--- config.mk ---
export PLATFORM = sky130hd
export DESIGN_NAME = hamming_serial_tx
export DESIGN_NICKNAME = d
export VERILOG_FILES = /design/src/rtl/hamming_pkg.sv /design/src/rtl/hamming74_encode.sv /design/src/rtl/hamming_serial_tx.sv
export SDC_FILE = /design/constraint.sdc
export NUM_CORES = 1
export LEC_CHECK = 0
export ABC_AREA = 1
export ABC_CLOCK_PERIOD_IN_PS = 3600
export CELL_PAD_IN_SITES_DETAIL_PLACEMENT = 1
export CELL_PAD_IN_SITES_GLOBAL_PLACEMENT = 2
export CORE_ASPECT_RATIO = 0.5
export CORE_UTILIZATION = 36
export CTS_BUF_LIST = sky130_fd_sc_hd__clkbuf_16
export CTS_CLUSTER_DIAMETER = 150
export CTS_CLUSTER_SIZE = 25
export DETAILED_ROUTE_END_ITERATION = 10
export DONT_BUFFER_PORTS = 1
export PLACE_DENSITY_LB_ADDON = 0.1
export SETUP_SLACK_MARGIN = 0.15
export SLEW_MARGIN = 10
export SYNTH_ARGS = -nofsm -noshare
export SYNTH_HDL_FRONTEND = slang
export SYNTH_HIERARCHICAL = 1
export SYNTH_SLANG_ARGS = --single-unit
--- constraint.sdc ---
create_clock -name clock -period 3.6 [get_ports clock]
set_input_delay 0.18 -clock clock [delete_from_list [all_inputs] [get_ports clock]]
set_output_delay 0.18 -clock clock [all_outputs]
set_load 0.05 [all_outputs]
--- src/rtl/hamming_pkg.sv ---
// Shared Hamming(7,4) definitions for the serial link transmitter and receiver.
// Codeword bit[i-1] holds position i.
package hamming_pkg;

  localparam int P1 = 1;
  localparam int P2 = 2;
  localparam int D3 = 3;
  localparam int P4 = 4;
  localparam int D5 = 5;
  localparam int D6 = 6;
  localparam int D7 = 7;

  typedef enum logic [1:0] {
    IDLE,
    START,
    DATA,
    STOP
  } tx_state_e;

  // nibble[0]=d3 [1]=d5 [2]=d6 [3]=d7
  function automatic logic [6:0] encode74(input logic [3:0] nibble);
    logic [6:0] w;
    w         = '0;
    w[D3-1]   = nibble[0];
    w[D5-1]   = nibble[1];
    w[D6-1]   = nibble[2];
    w[D7-1]   = nibble[3];
    w[P1-1]   = nibble[0] ^ nibble[1] ^ nibble[3];
    w[P2-1]   = nibble[0] ^ nibble[2] ^ nibble[3];
    w[P4-1]   = nibble[1] ^ nibble[2] ^ nibble[3];
    return w;
  endfunction

endpackage

--- src/rtl/hamming74_encode.sv ---
// Combinational Hamming(7,4) encoder with optional single-position fault injection.
// inject_pos 1..7 flips that codeword position; 0 leaves the word intact.
module hamming74_encode
  import hamming_pkg::*;
(
  input  logic [3:0] nibble,
  input  logic [2:0] inject_pos,
  output logic [6:0] word
);

  logic [6:0] flip;

  always_comb begin
    flip = '0;
    if (inject_pos != 3'd0) flip = 7'd1 << (inject_pos - 3'd1);
    word = encode74(nibble) ^ flip;
  end

endmodule

--- src/rtl/hamming_serial_tx.sv ---
// Hamming(7,4) serial transmitter: START(0), positions 1..7 LSB-first, STOP(1),
// each bit held CLKS_PER_BIT clocks.
//
//  state | meaning
//  IDLE  | line high, in_ready=1, waiting for a nibble
//  START | start bit (0) on the line
//  DATA  | codeword position bit_cnt+1 on the line
//  STOP  | stop bit (1); frame_done on its last cycle
module hamming_serial_tx
  import hamming_pkg::*;
#(
  parameter int CLKS_PER_BIT = 4
) (
  input  logic       clock,
  input  logic       reset,
  input  logic [3:0] in_data,
  input  logic       in_valid,
  output logic       in_ready,
  input  logic [2:0] inject_pos,
  output logic       serial_out,
  output logic       busy,
  output logic       frame_done,
  output logic [6:0] codeword
);

  localparam int CW = (CLKS_PER_BIT > 1) ? $clog2(CLKS_PER_BIT) : 1;
  localparam logic [CW-1:0] CNT_LAST = CW'(CLKS_PER_BIT - 1);

  tx_state_e     state, state_nxt;
  logic [CW-1:0] clk_cnt;
  logic [2:0]    bit_cnt;
  logic [6:0]    shift;
  logic [6:0]    enc_word;
  logic          xfer;
  logic          tick;

  hamming74_encode u_enc (
    .nibble     (in_data),
    .inject_pos (inject_pos),
    .word       (enc_word)
  );

  assign xfer = in_valid && in_ready;
  assign tick = (clk_cnt == CNT_LAST);

  always_comb begin
    state_nxt  = state;
    busy       = 1'b0;
    frame_done = 1'b0;
    case (state)
      IDLE:  if (xfer) state_nxt = START;
      START: begin
        busy = 1'b1;
        if (tick) state_nxt = DATA;
      end
      DATA: begin
        busy = 1'b1;
        if (tick && bit_cnt == 3'd6) state_nxt = STOP;
      end
      STOP: begin
        busy       = 1'b1;
        frame_done = tick;
        if (tick) state_nxt = IDLE;
      end
      default: state_nxt = IDLE;
    endcase
  end

  always_ff @(posedge clock) begin
    if (reset) begin
      state      <= IDLE;
      clk_cnt    <= '0;
      bit_cnt    <= 3'd0;
      shift      <= 7'd0;
      serial_out <= 1'b1;
      in_ready   <= 1'b1;
      codeword   <= 7'd0;
    end else begin
      state    <= state_nxt;
      in_ready <= (state_nxt == IDLE);

      if (state == IDLE || tick) clk_cnt <= '0;
      else clk_cnt <= clk_cnt + CW'(1);

      // The line is driven one bit ahead: each tick loads the next period's value.
      case (state)
        IDLE: begin
          serial_out <= 1'b1;
          bit_cnt    <= 3'd0;
          if (xfer) begin
            codeword   <= enc_word;
            shift      <= enc_word;
            serial_out <= 1'b0;
          end
        end
        START: begin
          if (tick) begin
            serial_out <= shift[0];
            shift      <= shift >> 1;
            bit_cnt    <= 3'd0;
          end
        end
        DATA: begin
          if (tick) begin
            if (bit_cnt == 3'd6) begin
              serial_out <= 1'b1;
            end else begin
              serial_out <= shift[0];
              shift      <= shift >> 1;
              bit_cnt    <= bit_cnt + 3'd1;
            end
          end
        end
        STOP:    serial_out <= 1'b1;
        default: serial_out <= 1'b1;
      endcase
    end
  end

endmodule

# Yosys cells after proc, flatten, opt, wreduce, memory -nomap -nowiden
# Index checks and enable logic that the tools add are counted.
[word_totals] reg_bits=23 inputBits=10 output_inout_bits=11 word_cells=62
[classes] addsub=3 eq_ne=9 shifts=1 n_mux=22 bitwise_logic=7 reduce_logical=13
[op_table] op="2-to-1 mux 7 bit" n=5
[op_table] op="case mux 7 bit (3 select lines)" n=1
[op_table] op="2-to-1 mux 3 bit" n=3
[op_table] op="case mux 3 bit (3 select lines)" n=1
[op_table] op="2-to-1 mux 2 bit" n=4
[op_table] op="!= test 2 bit, second input constant" n=4
[op_table] op="case mux 2 bit (4 select lines)" n=1
[op_table] op="left shift 1 x 3 -> 7 bit, first input constant" n=1
[op_table] op="XOR 7 bit" n=1
[op_table] op="equality test 2 bit, second input constant" n=3
[op_table] op="2-to-1 mux 1 bit" n=6
[op_table] op="nonzero test 3 bit" n=2
[op_table] op="XOR 1 bit" n=6
[op_table] op="AND reduction 5 bit" n=1
[op_table] op="logical NOT 2 bit" n=2
[op_table] op="case mux 1 bit (4 select lines)" n=1
[op_table] op="AND reduction 2 bit" n=2
[op_table] op="AND reduction 4 bit" n=1
[op_table] op="adder 3 x 1 -> 3 bit, second input constant" n=1
[op_table] op="equality test 3 bit, second input constant" n=1
[op_table] op="OR reduction 3 bit" n=1
[op_table] op="subtractor 3 x 1 -> 3 bit, second input constant" n=1
[op_table] op="adder 2 x 1 -> 2 bit, second input constant" n=1
[op_table] op="equality test 2 x 1 -> 1 bit, second input constant" n=1
[op_table] op="3 further kinds" n=4

# Logic depth before layout (Yosys ltp)
# Gate-level depths: netlist (run 1).
[depth] depth_word=6 ltp_mapped=10 depth_no_buf=10

# Hierarchy
# The synthesis (run 1) kept the hierarchy.
[by_module_without_submodules] mod="hamming_serial_tx" instances=1 cells_per_inst=159 area_per_inst_um2=1158.6 seq_area_each_um2=460.4
[by_module_without_submodules] mod="hamming74_encode" instances=1 cells_per_inst=57 area_per_inst_um2=265.3 seq_area_each_um2=0.0

# Least setup slack after synthesis (run 1)
# OpenSTA, ideal clock, no wires.
[synth_timing] path_type="reg-to-reg" start="register in_ready" end="register shift[6]" setup_ns=0.115 arrival_ns=1.401 t_required_ns=3.485 setup_slack_ns=2.084 path_stages_with_launch=7 n_path_buf=1 period_less_slack_ns=1.516 path_cell_list="dfxtp_1 -> nand2_1 -> nand2_1 -> clkbuf_1 -> nand3_1 -> nand2_1 -> nor2_1"
[synth_via] elab_chain_len=3
[synth_rtl] item="start: declaration" line_no="hamming_serial_tx.sv:18" source="output logic in_ready,"
[synth_rtl] item="start signal: assignment" line_no="hamming_serial_tx.sv:80" source="in_ready <= (state_nxt == IDLE);"
[synth_rtl] item="logical AND 1 bit" line_no="hamming_serial_tx.sv:43" source="assign xfer = in_valid && in_ready;"
[synth_rtl] item="!= test 2 bit (no source line)"
[synth_rtl] item="AND reduction 5 bit (no source line)"
[synth_rtl] item="end signal: assignment" line_no="hamming_serial_tx.sv:92" source="shift <= enc_word;"
[synth_rtl] item="end signal: assignment" line_no="hamming_serial_tx.sv:99" source="shift <= shift >> 1;"
[synth_rtl] item="end signal: assignment" line_no="hamming_serial_tx.sv:109" source="shift <= shift >> 1;"
[synth_rtl] item="end: declaration" line_no="hamming_serial_tx.sv:32" source="logic [6:0] shift;"
# No other way between the ends.
# A chain may end at the register's enable or synchronous reset.

# Worst setup path in the final report (run 1)
[layout_timing] start="register state[0]" end="register shift[4]"
[layout_via] elab_chain_len=3 word_cells_on_any_way=10 cone_classes="eq/ne: 6; mux: 1; reduce/logical: 3"
[layout_rtl] item="start: declaration" line_no="hamming_serial_tx.sv:29" source="tx_state_e state, state_nxt;"
[layout_rtl] item="start signal: assignment" line_no="hamming_serial_tx.sv:79" source="state <= state_nxt;"
[layout_rtl] item="equality test 2 bit, or another cell as far along" line_no="hamming_serial_tx.sv:86" source="case (state)"
[layout_rtl] item="!= test 2 bit (no source line) / nonzero test 3 bit (equally long branches)"
[layout_rtl] item="AND reduction 5 bit (no source line)"
# Parallel ways exist; a longest one is shown, timed or not.

==> impl_metrics.prom, run 1 <==
# TYPE chip_impl_metric gauge
chip_impl_info{name="run_status",value="completed"} 1
chip_impl_metric{name="finalSetupViolCount",unit=""} 0
chip_impl_metric{name="post-route-drc-count",unit=""} 0
chip_impl_metric{name="finalWorstPathRequiredPeriod",unit="ns"} 1.75
chip_impl_info{name="cpMostUsedCell",value="sky130_fd_sc_hd__nor2_2"} 1
chip_impl_metric{name="cts_repair_resize_count",unit=""} 0
chip_impl_metric{name="floorplan.rows",unit=""} 15
chip_impl_metric{name="floorplan.die.height",unit="um"} 46.5
chip_impl_metric{name="pin_count_of_the_biggest_net_entering_global_routing",unit=""} 19
chip_impl_metric{name="antenna_cells",unit=""} 0
chip_impl_metric{name="yosys.cell_types.count",unit=""} 20
chip_impl_metric{name="tritoncts_buffers",unit=""} 3
chip_impl_metric{name="crit_path_max_incr_delay",unit="ns"} 0.37
chip_impl_metric{name="syn_inst",unit=""} 216
chip_impl_metric{name="global_route_wire_length_before_repair",unit="um"} 5680
chip_impl_metric{name="final_critical_path_setup_slack",unit="ns"} 1.85
chip_impl_info{name="cpLargestDelayFamily",value="simple AND/OR/NAND/NOR gates"} 1
chip_impl_info{name="layout.cells.most_common_list",value="54 x sky130_fd_sc_hd__nand2_1, 29 x sky130_fd_sc_hd__nand3_1, 26 x sky130_fd_sc_hd__inv_1"} 1
chip_impl_metric{name="drt_pass1_iterations",unit=""} 3
chip_impl_info{name="hold_path_class",value="primary input to flip-flop"} 1
chip_impl_metric{name="synthSimpleGateAreaFrac",unit=""} 0.341
chip_impl_metric{name="num-nets-final",unit=""} 236
chip_impl_metric{name="route.detailed.wl_per_inst",unit="um"} 12.7
chip_impl_metric{name="grt_antenna_before_repair",unit=""} 0
chip_impl_metric{name="transition_time_of_the_tightest_slew_check_pin",unit="ns"} 0.534
chip_impl_metric{name="synth_seq_cells",unit=""} 23
chip_impl_metric{name="required",unit="ns"} 3.76
chip_impl_info{name="ctsRootBufferMaster",value="sky130_fd_sc_hd__clkbuf_16"} 1
chip_impl_metric{name="hold-worst-slack",unit="ns"} 0.188
chip_impl_info{name="crit_path_end_kind",value="flip-flop"} 1
chip_impl_metric{name="post_synth_fa_ha_maj_area_fraction",unit=""} 0.0703
chip_impl_info{name="crit_path_cell_trace",value="inv_1 > ha_1 > nor2_2 > nor2_2 > nor2_4 > nand3_1 > nand2_1 > nor2_1"} 1
chip_impl_metric{name="report.final.slew_viol_count",unit=""} 0
chip_impl_metric{name="instance_area_after_placement",unit="sq mm"} 0.00147
chip_impl_metric{name="finalWirelength",unit="um"} 3390
chip_impl_metric{name="die_x",unit="um"} 90.9
chip_impl_metric{name="timing.slew.headroom",unit=""} 0.644
chip_impl_metric{name="final_hold_viol_count",unit=""} 0
chip_impl_info{name="tritoncts",value="built"} 1
chip_impl_metric{name="total_nets_after_synthesis",unit=""} 234
chip_impl_metric{name="place.detailed.hpwl",unit="um"} 2620
chip_impl_info{name="rsz_0062_raised_after_global_routing",value="no"} 1
chip_impl_metric{name="setup-tns-final",unit="ns"} 0
chip_impl_metric{name="detailedRoute.firstIterationViolations",unit=""} 23
chip_impl_metric{name="route.vias.total",unit=""} 1314
chip_impl_metric{name="drive_gt1_frac",unit=""} 0.0829
chip_impl_metric{name="cts_num_sinks",unit=""} 23
chip_impl_metric{name="cts_max_level",unit=""} 1
chip_impl_metric{name="vias_in_the_first_global_route",unit=""} 1222
chip_impl_metric{name="cts.reportedPaths.clkPinSlew",unit="ns"} 0.07
chip_impl_metric{name="insertion_delay",unit="ns"} 0.27
chip_impl_metric{name="placement.io_buffers",unit=""} 0
chip_impl_metric{name="crit_path_max_fanout",unit=""} 17
chip_impl_metric{name="route.antenna.remaining_nets",unit=""} 0
chip_impl_metric{name="p_per_area",unit="mW/mm^2"} 511
chip_impl_metric{name="synth.area.mux_share",unit=""} 0
chip_impl_metric{name="power",unit="uW"} 796
chip_impl_metric{name="share_of_the_cycle_needed_by_the_critical_path_after_routing",unit=""} 0.486
chip_impl_metric{name="total_leakage_power",unit="uW"} 0.000736
chip_impl_metric{name="place_ws",unit="ns"} 1.85
chip_impl_info{name="critPathLaunchType",value="flip-flop"} 1
chip_impl_metric{name="fin_area",unit="sq mm"} 0.00156
chip_impl_metric{name="seq_area_frac_synth",unit=""} 0.323
chip_impl_metric{name="timing.critical_path.buf_inv",unit=""} 1
chip_impl_metric{name="yosys_warnings",unit=""} 6
chip_impl_metric{name="ir_worst_vdd",unit="uV"} 191
chip_impl_info{name="most_common_cell_after_layout_fill_and_taps_aside",value="sky130_fd_sc_hd__nand2_1"} 1
chip_impl_metric{name="grt_overflow",unit=""} 0
chip_impl_metric{name="synth_area",unit="sq mm"} 0.00142
chip_impl_metric{name="die-area",unit="sq mm"} 0.00423
chip_impl_metric{name="clock-skew-final",unit="ns"} 0.00331
chip_impl_metric{name="compound_cell_area_share_of_the_yosys_netlist",unit=""} 0.140
chip_impl_metric{name="routability_congestion",unit=""} 0.766
chip_impl_metric{name="timing.fmax",unit="MHz"} 572
chip_impl_metric{name="start_util",unit=""} 0.395
chip_impl_metric{name="ctsLongestPathBuffers",unit=""} 2
chip_impl_metric{name="timing.critical_path.arrival",unit="ns"} 1.91
chip_impl_metric{name="max_cap_violations",unit=""} 0
chip_impl_info{name="combinational_family_with_the_most_area_after_synthesis",value="simple AND/OR/NAND/NOR gates"} 1
chip_impl_metric{name="post_synth_xor_area_fraction",unit=""} 0.0308
chip_impl_metric{name="via_per_inst",unit=""} 4.90
chip_impl_info{name="path_class",value="flip-flop to flip-flop"} 1
chip_impl_info{name="critical_path.slowest_cell",value="sky130_fd_sc_hd__dfxtp_1"} 1
chip_impl_metric{name="coreArea",unit="sq mm"} 0.00360
chip_impl_metric{name="groute.usage.overall",unit=""} 0.177
chip_impl_metric{name="io_pins",unit=""} 21
chip_impl_metric{name="area_growth",unit="%"} 9.40
chip_impl_metric{name="syn_area_per_cell",unit="sq um"} 6.59
chip_impl_metric{name="final.fill_count",unit=""} 494
-- final cells by class --
class	instances	area (sq um)	share of cell area
Clock buffer	3	75.1	0.0482
Clock inverter	1	7.51	0.00482
Inverter	30	113	0.0723
Multi-Input combinational cell	159	828	0.532
Sequential cell	23	460	0.296
Tap cell	51	63.8	0.0410
Timing Repair Buffer	1	10.0	0.00643
-- cell families after synthesis --
| family | count (synthesis) |
|---|---|
| XOR/XNOR | 5 |
| buffers and inverters | 34 |
| flip-flops | 23 |
| adder cells (fa/ha/maj) | 8 |
| AO/OA/AOI/OAI | 36 |
| AND/OR/NAND/NOR | 110 |
-- flip-flops by register name, indices dropped and copies added, names as in the netlist --
| name | flops |
|---|---|
| codeword | 7 |
| shift | 7 |
| bit_cnt | 3 |
| clk_cnt | 2 |
| state | 2 |
| in_ready | 1 |
| serial_out | 1 |
-- metrics by stage --
| step | util | instances |
|---|---|---|
| 6_report | 0.432 | 268 |
| 2_1_floorplan | - | 216 |
| 4_1_cts | 0.432 | 268 |
| 3_5_place_dp | 0.407 | 263 |
| 3_3_place_gp | 0.407 | 263 |
| 5_1_grt | 0.432 | 268 |
-- repair_timing --
action	CTS	global route
hold endpoints to repair	3	0
buffers inserted	0	0
hold buffers	1	0
-- tightest hold or removal path, cell delays in order --
cell	delay [ns]
sky130_fd_sc_hd__inv_2	0.10
sky130_fd_sc_hd__nand2_1	0.10
sky130_fd_sc_hd__nor2_1	0.03
-- routing by layer --
| layer | vias up | wire length (um) | global-route usage |
|---|---|---|---|
| met1 | 601 | 1680 | 0.204 |
| met5 | - | 0 | 0 |
| li1 | 689 | - | - |
| met4 | 0 | 39 | 0.0603 |
| met3 | 5 | 138 | 0.0545 |
| met2 | 19 | 1530 | 0.326 |
-- cell usage after synthesis (all sizes together) --
cell	n	area, sq um
inv	30	113
o21ai	11	55.1
a21boi	6	45.0
nand3	30	155
xor2	4	35.0
dfxtp	23	460
clkbuf	3	11.3
xnor2	1	8.76
nand2	59	239
nor2	21	91.3
ha	8	100
buf	1	11.3
a21oi	19	98.9
-- path summary, 6_finish.rpt --
| check | start | endpoint | slack [ns] | cells after the start |
|---|---|---|---|---|
| hold / removal | reset | shift[5]$_SDFFE_PP0P_ | 0.19 | 3 |
| setup reg to reg | state[0]$_SDFF_PP0_ | shift[4]$_SDFFE_PP0P_ | 1.85 | 8 |
| hold reg to reg | clk_cnt[0]$_SDFF_PP0_ | clk_cnt[0]$_SDFF_PP0_ | 0.43 | 1 |
| setup / recovery | state[0]$_SDFF_PP0_ | shift[4]$_SDFFE_PP0P_ | 1.85 | 8 |
-- where the power goes --
group / total (uW) / internal, uW / switching, uW
clock network: 257 / 151 / 105
logic: 178 / 59.9 / 118
registers: 362 / 289 / 72.5
No activity file was read; power rests on OpenSTA's default activity.
==> run 2, diff against run 1 <==
ABC_AREA = 0   (was 1)
ABC_CLOCK_PERIOD_IN_PS = 1400   (was 3600)
CORE_UTILIZATION = 35   (was 36)
clock period = 1.4 ns   (was 3.6 ns; I/O delays follow)
==> run 2 against run 1 <==
Compared with the run above: the run now ends with hold timing left; largest cell class unchanged; worst hold slack worse by 0.32 ns; clock power is 140% higher; clock-buffer cell count stayed put; non-clock buffer count is 26 higher; flip-flop and latch count stayed put; synthesized cell count is 36% lower; first-iteration DRC count stayed put; synthesized area is 4.4% lower; die area is 1.6% lower; critical path depth is 3 lower; global-route usage is 0.59 points higher; clock skew is 0.0013 ns lower; highest routed layer unchanged.
==> impl_metrics.prom, run 2 <==
# TYPE chip_impl_metric gauge
chip_impl_metric{name="floorplan.die.height",unit="um"} 46.1
chip_impl_metric{name="area_growth",unit="%"} 40.5
chip_impl_metric{name="transition_time_of_the_tightest_slew_check_pin",unit="ns"} 0.258
chip_impl_metric{name="yosys.cell_types.count",unit=""} 37
chip_impl_metric{name="die-area",unit="sq mm"} 0.00416
chip_impl_metric{name="synth_area",unit="sq mm"} 0.00136
chip_impl_metric{name="timing.critical_path.buf_inv",unit=""} 0
chip_impl_metric{name="timing.fmax",unit="MHz"} 722
chip_impl_metric{name="drt_pass1_iterations",unit=""} 4
chip_impl_metric{name="finalWorstPathRequiredPeriod",unit="ns"} 1.38
chip_impl_metric{name="max_cap_violations",unit=""} 0
chip_impl_metric{name="grt_antenna_before_repair",unit=""} 0
chip_impl_metric{name="ctsLongestPathBuffers",unit=""} 2
chip_impl_metric{name="finalSetupViolCount",unit=""} 0
chip_impl_info{name="rsz_0062_raised_after_global_routing",value="yes"} 1
chip_impl_metric{name="fin_area",unit="sq mm"} 0.00191
chip_impl_metric{name="report.final.slew_viol_count",unit=""} 0
chip_impl_metric{name="syn_area_per_cell",unit="sq um"} 9.86
chip_impl_info{name="synth-main-ff-cell",value="sky130_fd_sc_hd__dfxtp_1"} 1
chip_impl_metric{name="placement.io_buffers",unit=""} 0
chip_impl_metric{name="share_of_the_cycle_needed_by_the_critical_path_after_routing",unit=""} 0.989
chip_impl_metric{name="num-nets-final",unit=""} 181
chip_impl_metric{name="seq_area_frac_synth",unit=""} 0.338
chip_impl_info{name="synth_top_area_cell",value="sky130_fd_sc_hd__dfxtp_1"} 1
chip_impl_info{name="crit_path_end_kind",value="flip-flop"} 1
chip_impl_metric{name="pin_count_of_the_biggest_net_entering_global_routing",unit=""} 23
chip_impl_metric{name="io_pins",unit=""} 21
chip_impl_metric{name="crit_path_max_incr_delay",unit="ns"} 0.38
chip_impl_metric{name="finalWirelength",unit="um"} 3490
chip_impl_metric{name="post-route-drc-count",unit=""} 0
chip_impl_metric{name="setup-tns-final",unit="ns"} 0
chip_impl_info{name="synthMostInstantiatedCell",value="sky130_fd_sc_hd__dfxtp_1"} 1
chip_impl_info{name="largest_registers",value="codeword: 7 flops, shift: 7 flops, bit_cnt: 3 flops"} 1
chip_impl_info{name="layout.cells.most_common_list",value="22 x sky130_fd_sc_hd__buf_4, 17 x sky130_fd_sc_hd__dfxtp_1, 13 x sky130_fd_sc_hd__mux2i_1"} 1
chip_impl_metric{name="synthSimpleGateAreaFrac",unit=""} 0.174
chip_impl_metric{name="tritoncts_buffers",unit=""} 3
chip_impl_metric{name="antenna_cells",unit=""} 0
chip_impl_metric{name="timing.critical_path.arrival",unit="ns"} 1.55
chip_impl_metric{name="cts_num_sinks",unit=""} 23
chip_impl_metric{name="post_synth_xor_area_fraction",unit=""} 0.0947
chip_impl_metric{name="route.vias.total",unit=""} 1119
chip_impl_info{name="critPathLaunchType",value="flip-flop"} 1
chip_impl_info{name="path_class",value="flip-flop to flip-flop"} 1
chip_impl_metric{name="post_synth_fa_ha_maj_area_fraction",unit=""} 0.0735
chip_impl_metric{name="coreArea",unit="sq mm"} 0.00357
chip_impl_metric{name="clock-skew-final",unit="ns"} 0.00198
chip_impl_metric{name="total_nets_after_synthesis",unit=""} 156
chip_impl_info{name="ys_top_cells_by_area",value="sky130_fd_sc_hd__dfxtp_1 34%, sky130_fd_sc_hd__mux2i_1 9.6%, sky130_fd_sc_hd__ha_1 7.4%"} 1
chip_impl_metric{name="groute.usage.overall",unit=""} 0.183
chip_impl_metric{name="final.fill_count",unit=""} 384
chip_impl_info{name="most_common_cell_after_layout_fill_and_taps_aside",value="sky130_fd_sc_hd__buf_4"} 1
chip_impl_metric{name="post-synth-top-area-fraction",unit=""} 0.338
chip_impl_metric{name="global_route_wire_length_before_repair",unit="um"} 5820
chip_impl_info{name="tritoncts",value="built"} 1
chip_impl_metric{name="detailedRoute.firstIterationViolations",unit=""} 23
chip_impl_metric{name="route.antenna.remaining_nets",unit=""} 0
chip_impl_metric{name="async_flop_share",unit=""} 0
chip_impl_metric{name="synth_seq_cells",unit=""} 23
chip_impl_info{name="run_status",value="finished, violations left"} 1
chip_impl_metric{name="syn_inst",unit=""} 138
chip_impl_metric{name="insertion_delay",unit="ns"} 0.25
chip_impl_metric{name="cts_max_level",unit=""} 1
chip_impl_info{name="most_numerous_cell_types_in_the_synthesized_netlist",value="23 x sky130_fd_sc_hd__dfxtp_1, 14 x sky130_fd_sc_hd__nor2_1, 13 x sky130_fd_sc_hd__mux2i_1, 10 x sky130_fd_sc_hd__a21oi_1, 8 x sky130_fd_sc_hd__ha_1"} 1
chip_impl_info{name="combinational_family_with_the_most_area_after_synthesis",value="compound AO/OA/AOI/OAI gates"} 1
chip_impl_metric{name="synth_edf_count",unit=""} 0
chip_impl_metric{name="place.detailed.hpwl",unit="um"} 2340
chip_impl_metric{name="p_per_area",unit="mW/mm^2"} 1810
chip_impl_metric{name="final_hold_viol_count",unit=""} 22
chip_impl_info{name="hold_path_class",value="primary input to flip-flop"} 1
chip_impl_metric{name="route.detailed.wl_per_inst",unit="um"} 16.4
chip_impl_metric{name="crit_path_max_fanout",unit=""} 8
chip_impl_metric{name="cts.reportedPaths.clkPinSlew",unit="ns"} 0.06
chip_impl_metric{name="yosys_warnings",unit=""} 6
chip_impl_metric{name="drive_gt1_frac",unit=""} 0.488
chip_impl_metric{name="instance_area_after_placement",unit="sq mm"} 0.00163
chip_impl_info{name="ctsRootBufferMaster",value="sky130_fd_sc_hd__clkbuf_16"} 1
chip_impl_info{name="crit_path_cell_trace",value="ha_4 > nor2b_4 > a22o_4 > a21oi_2 > a311oi_2"} 1
chip_impl_metric{name="floorplan.rows",unit=""} 15
chip_impl_metric{name="vias_in_the_first_global_route",unit=""} 1172
chip_impl_metric{name="required",unit="ns"} 1.57
chip_impl_metric{name="timing.slew.headroom",unit=""} 0.827
chip_impl_metric{name="compound_cell_area_share_of_the_yosys_netlist",unit=""} 0.177
chip_impl_metric{name="synth.area.mux_share",unit=""} 0.0956
chip_impl_info{name="cpLargestDelayFamily",value="compound AO/OA/AOI/OAI gates"} 1
chip_impl_metric{name="grt_overflow",unit=""} 0
chip_impl_metric{name="hold-worst-slack",unit="ns"} -0.129
chip_impl_metric{name="die_x",unit="um"} 90.2
chip_impl_info{name="violations",value="hold timing"} 1
chip_impl_metric{name="ir_worst_vdd",unit="uV"} 588
chip_impl_info{name="critical_path.slowest_cell",value="sky130_fd_sc_hd__dfxtp_4"} 1
chip_impl_metric{name="routability_congestion",unit=""} 0.716
chip_impl_metric{name="total_leakage_power",unit="uW"} 0.000728
chip_impl_metric{name="start_util",unit=""} 0.382
chip_impl_metric{name="via_per_inst",unit=""} 5.25
==> run 2: through the flow <==
stage	power [uW]	utilization	setup WS (ns)	std cells
5_1_grt	3670	0.536	-0.0323	213
3_5_place_dp	2550	0.458	-0.104	204
6_report	3470	0.536	0.0156	213
3_3_place_gp	2510	0.458	-0.0340	204
4_1_cts	3440	0.527	0.0282	213
2_1_floorplan	2140	-	-0.00845	138
==> run 2: metal layers <==
layer,wire [um],up-vias,GRT usage
met5,0,-,0
met3,117,4,0.0429
li1,-,550,-
met4,44,0,0.0419
met1,1760,545,0.240
met2,1570,20,0.316
==> run 2: final cells by class <==
type	instances	area, sq um	area share
clock buffer	3	75.1	0.0392
clock inverter	1	5.00	0.00262
inverter	4	26.3	0.0137
multi-input combinational	104	1040	0.543
sequential	23	473	0.247
tap	51	63.8	0.0334
timing repair buffer	27	230	0.120
==> run 2: power breakdown <==
part	leakage, uW	internal (uW)	switching, uW	total, uW
Clock	0.0000409	384	243	628
Combinational	0.000496	833	1010	1840
Sequential	0.000191	839	156	995
==> run 2: kinds of logic (layout without fill, tap and decap cells) <==
group / Yosys count / after routing
AND/OR/NAND/NOR: 43 / 43
AO/OA/AOI/OAI: 29 / 30
flip-flops: 23 / 23
multiplexers: 13 / 13
buffers and inverters: 12 / 35
XOR/XNOR: 10 / 10
adder cells (fa/ha/maj): 8 / 8
==> run 2: timing repair <==
item,in CTS,in global routing
gates resized for setup,29,9
gates cloned,1,0
buffers inserted,4,0
pin swaps,19,15
endpoints found under the setup margin,23,24
hold endpoints to repair,22,22
==> run 2: path summary, 6_finish.rpt <==
check        slack (ns)  depth (start not counted)                  start                     to
max                0.02                          5    state[1]$_SDFF_PP0_  shift[0]$_SDFFE_PP0P_
min               -0.13                          1                  reset    state[1]$_SDFF_PP0_
max reg2reg        0.02                          5    state[1]$_SDFF_PP0_  shift[0]$_SDFFE_PP0P_
min reg2reg        0.43                          1  clk_cnt[0]$_SDFF_PP0_  clk_cnt[0]$_SDFF_PP0_
==> run 3, diff against run 2 <==
==> constraint.sdc (replaced) <==
create_clock -name clock -period 1.4 [get_ports clock]
set_input_delay 0.28 -clock clock [delete_from_list [all_inputs] [get_ports clock]]
set_output_delay 0.28 -clock clock [all_outputs]
set_load 0.05 [all_outputs]
==> run 3 against run 2 <==
Compared with the run above: the flow finishes with violations (setup timing); maximum frequency fell by 6.3%; largest cell class unchanged; die area unchanged; sequential share of layout area down 1.1 points; critical path depth increased by 2; final area up 4.8%; first-iteration DRC count is the same; critical endpoint is now bit_cnt[0]$_SDFFE_PP0P_; total power is 6.3% higher; worst hold slack better by 0.21 ns; clock-buffer cell count did not move; via count increased by 2.6%; worst setup slack lost 0.093 ns; sequential power increased by 18%.
==> impl_metrics.prom, run 3 (synthesis gave the netlist of run 2 again) <==
# TYPE chip_impl_metric gauge
chip_impl_metric{name="drt_pass1_iterations",unit=""} 4
chip_impl_metric{name="ir_worst_vdd",unit="uV"} 578
chip_impl_metric{name="die-area",unit="sq mm"} 0.00416
chip_impl_metric{name="route.detailed.wl_per_inst",unit="um"} 17.8
chip_impl_metric{name="pin_count_of_the_biggest_net_entering_global_routing",unit=""} 23
chip_impl_metric{name="required",unit="ns"} 1.59
chip_impl_metric{name="routability_congestion",unit=""} 0.753
chip_impl_metric{name="floorplan.die.height",unit="um"} 46.1
chip_impl_metric{name="detailedRoute.firstIterationViolations",unit=""} 23
chip_impl_metric{name="fin_area",unit="sq mm"} 0.00201
chip_impl_metric{name="final_hold_viol_count",unit=""} 0
chip_impl_metric{name="power",unit="uW"} 3680
chip_impl_metric{name="instance_area_after_placement",unit="sq mm"} 0.00160
chip_impl_metric{name="antenna_cells",unit=""} 0
chip_impl_metric{name="netSwitchingPower",unit="uW"} 1510
chip_impl_info{name="path_class",value="flip-flop to flip-flop"} 1
chip_impl_metric{name="floorplan.rows",unit=""} 15
chip_impl_metric{name="cts.reportedPaths.clkPinSlew",unit="ns"} 0.06
chip_impl_metric{name="switching_share",unit=""} 0.411
chip_impl_metric{name="cts_num_sinks",unit=""} 23
chip_impl_metric{name="combPwrFrac",unit=""} 0.505
chip_impl_metric{name="area_growth",unit="%"} 47.3
chip_impl_metric{name="worst_reg2reg_setup_slack",unit="ns"} -0.08
chip_impl_info{name="hold_path_class",value="primary input to flip-flop"} 1
chip_impl_metric{name="route.vias.total",unit=""} 1148
chip_impl_metric{name="clock-skew-final",unit="ns"} 0.00504
chip_impl_metric{name="holdBufCountCts",unit=""} 0
chip_impl_metric{name="share_of_the_cycle_needed_by_the_critical_path_after_routing",unit=""} 1.06
chip_impl_metric{name="hold-worst-slack",unit="ns"} 0.0806
chip_impl_metric{name="timing.critical_path.arrival",unit="ns"} 1.66
chip_impl_info{name="hold_path_end",value="clk_cnt[0]$_SDFF_PP0_"} 1
chip_impl_info{name="critPathLaunchType",value="flip-flop"} 1
chip_impl_info{name="run_status",value="finished, violations left"} 1
chip_impl_metric{name="finalWirelength",unit="um"} 3850
chip_impl_metric{name="place.detailed.hpwl",unit="um"} 2310
chip_impl_metric{name="finalWorstPathRequiredPeriod",unit="ns"} 1.48
chip_impl_metric{name="holdPathStages",unit=""} 1
chip_impl_info{name="crit_path_end_kind",value="flip-flop"} 1
chip_impl_metric{name="timing.slew.headroom",unit=""} 0.658
chip_impl_info{name="violations",value="setup timing"} 1
chip_impl_info{name="worst_r2r_endpoint",value="bit_cnt[0]$_SDFFE_PP0P_"} 1
chip_impl_metric{name="report.final.slew_viol_count",unit=""} 0
chip_impl_metric{name="insertion_delay",unit="ns"} 0.26
chip_impl_info{name="rsz_0062_raised_after_global_routing",value="yes"} 1
chip_impl_metric{name="num-nets-final",unit=""} 184
chip_impl_metric{name="groute.usage.overall",unit=""} 0.190
chip_impl_metric{name="p_per_area",unit="mW/mm^2"} 1840
chip_impl_metric{name="route.antenna.remaining_nets",unit=""} 0
chip_impl_info{name="beginning_of_the_worst_register_to_register_path",value="state[1]$_SDFF_PP0_"} 1
chip_impl_metric{name="place_ws",unit="ns"} -0.0953
chip_impl_metric{name="global_route_wire_length_before_repair",unit="um"} 5870
chip_impl_metric{name="start_util",unit=""} 0.382
chip_impl_metric{name="via_per_inst",unit=""} 5.31
chip_impl_metric{name="cts_max_level",unit=""} 1
chip_impl_metric{name="finalSetupViolCount",unit=""} 12
chip_impl_metric{name="vias_in_the_first_global_route",unit=""} 1097
chip_impl_metric{name="ctsLongestPathBuffers",unit=""} 2
chip_impl_metric{name="max_cap_violations",unit=""} 0
chip_impl_metric{name="post-route-drc-count",unit=""} 0
chip_impl_metric{name="internal-power",unit="uW"} 2170
chip_impl_metric{name="tritoncts_buffers",unit=""} 3
chip_impl_metric{name="io_pins",unit=""} 21
chip_impl_metric{name="final_critical_path_setup_slack",unit="ns"} -0.0772
chip_impl_info{name="largest_registers",value="codeword: 7 flops, shift: 7 flops, bit_cnt: 3 flops"} 1
chip_impl_metric{name="timing.fmax",unit="MHz"} 677
chip_impl_metric{name="total_leakage_power",unit="uW"} 0.000760
chip_impl_metric{name="sequentialPowerShare",unit=""} 0.318
chip_impl_metric{name="coreArea",unit="sq mm"} 0.00357
chip_impl_metric{name="transition_time_of_the_tightest_slew_check_pin",unit="ns"} 0.512
chip_impl_metric{name="rr_worst_depth",unit=""} 7
chip_impl_metric{name="grt_overflow",unit=""} 0
chip_impl_metric{name="die_x",unit="um"} 90.2
chip_impl_info{name="tritoncts",value="built"} 1
chip_impl_info{name="layout.cells.most_common_list",value="20 x sky130_fd_sc_hd__buf_4, 18 x sky130_fd_sc_hd__dfxtp_1, 13 x sky130_fd_sc_hd__mux2i_1"} 1
chip_impl_metric{name="drive_gt1_frac",unit=""} 0.503
chip_impl_metric{name="clock_power_share",unit=""} 0.177
chip_impl_metric{name="grt_antenna_before_repair",unit=""} 0
chip_impl_info{name="ctsRootBufferMaster",value="sky130_fd_sc_hd__clkbuf_16"} 1
chip_impl_info{name="hold_path.startpoint",value="reset"} 1
chip_impl_metric{name="crit_path_max_fanout",unit=""} 8
chip_impl_metric{name="placement.io_buffers",unit=""} 0
chip_impl_info{name="most_common_cell_after_layout_fill_and_taps_aside",value="sky130_fd_sc_hd__buf_4"} 1
==> run 3: cell types whose count changed in the layout (fill, tap and decap cells not counted), sizes merged <==
cell | previous run | this run
inv | 3 | 4
buf | 27 | 30
clkinv | 1 | 0
==> run 3: power by group through the flow <==
stage | registers, uW | clock network (uW) | logic [uW]
after detailed placement | 1160 | 0 | 1380
final | 1170 | 652 | 1860
after floorplan | 1180 | 0 | 962
after global routing | 1190 | 707 | 1970
after global placement | 1160 | 0 | 1340
after CTS | 1160 | 667 | 1690
==> run 3: worst max path at each step <==
stage                           from                      end  depth (start not counted)  slack, ns
2_1_floorplan  clk_cnt[0]$_SDFF_PP0_    shift[0]$_SDFFE_PP0P_                          7     -0.008
3_3_place_gp     state[1]$_SDFF_PP0_    shift[2]$_SDFFE_PP0P_                          6      -0.03
3_5_place_dp     state[1]$_SDFF_PP0_    shift[3]$_SDFFE_PP0P_                          6       -0.1
4_1_cts          state[1]$_SDFF_PP0_                     busy                          5      -0.05
5_1_grt          state[1]$_SDFF_PP0_  bit_cnt[0]$_SDFFE_PP0P_                          7      -0.14
6_report         state[1]$_SDFF_PP0_  bit_cnt[0]$_SDFFE_PP0P_                          7      -0.08
==> run 3: metal layers <==
| layer | vias up | track usage | wire length (um) |
|---|---|---|---|
| met5 | - | 0 | 0 |
| met4 | 0 | 0.0484 | 34 |
| met3 | 4 | 0.0545 | 138 |
| met2 | 22 | 0.301 | 1770 |
| met1 | 567 | 0.261 | 1910 |
| li1 | 555 | - | - |
==> run 3: repair_timing <==
item                                    in CTS  in global routing
pin swaps                                    7                 25
hold endpoints to repair                     0                  0
endpoints found under the setup margin      24                 25
gates resized for setup                     27                 23
gates cloned                                 1                  0
setup buffers                                9                  5
==> run 3: stage by stage <==
step,util,std cells,TNS [ns]
detailed placement,0.447,197,-0.513
global route,0.562,216,-1.26
CTS,0.525,211,-0.205
global placement,0.447,197,-0.150
finish,0.562,216,-0.609
floorplan,-,138,-0.0109
==> run 3: final cells by class <==
type,count,area (sq um)
tap,51,63.8
clock buffer,3,75.1
inverter,4,28.8
fill,386,1560
multi-input combinational,104,1070
clock inverter,1,6.26
timing repair buffer,30,284
sequential,23,474
==> run 3: worst max-delay path, stage by stage (launching register included) <==
cell                      delay (ns)
sky130_fd_sc_hd__dfxtp_4        0.37
sky130_fd_sc_hd__buf_6          0.13
sky130_fd_sc_hd__ha_4           0.19
sky130_fd_sc_hd__nor2_4         0.16
sky130_fd_sc_hd__a22o_4         0.22
sky130_fd_sc_hd__buf_6          0.11
sky130_fd_sc_hd__nand3_1        0.07
sky130_fd_sc_hd__a21oi_1        0.13
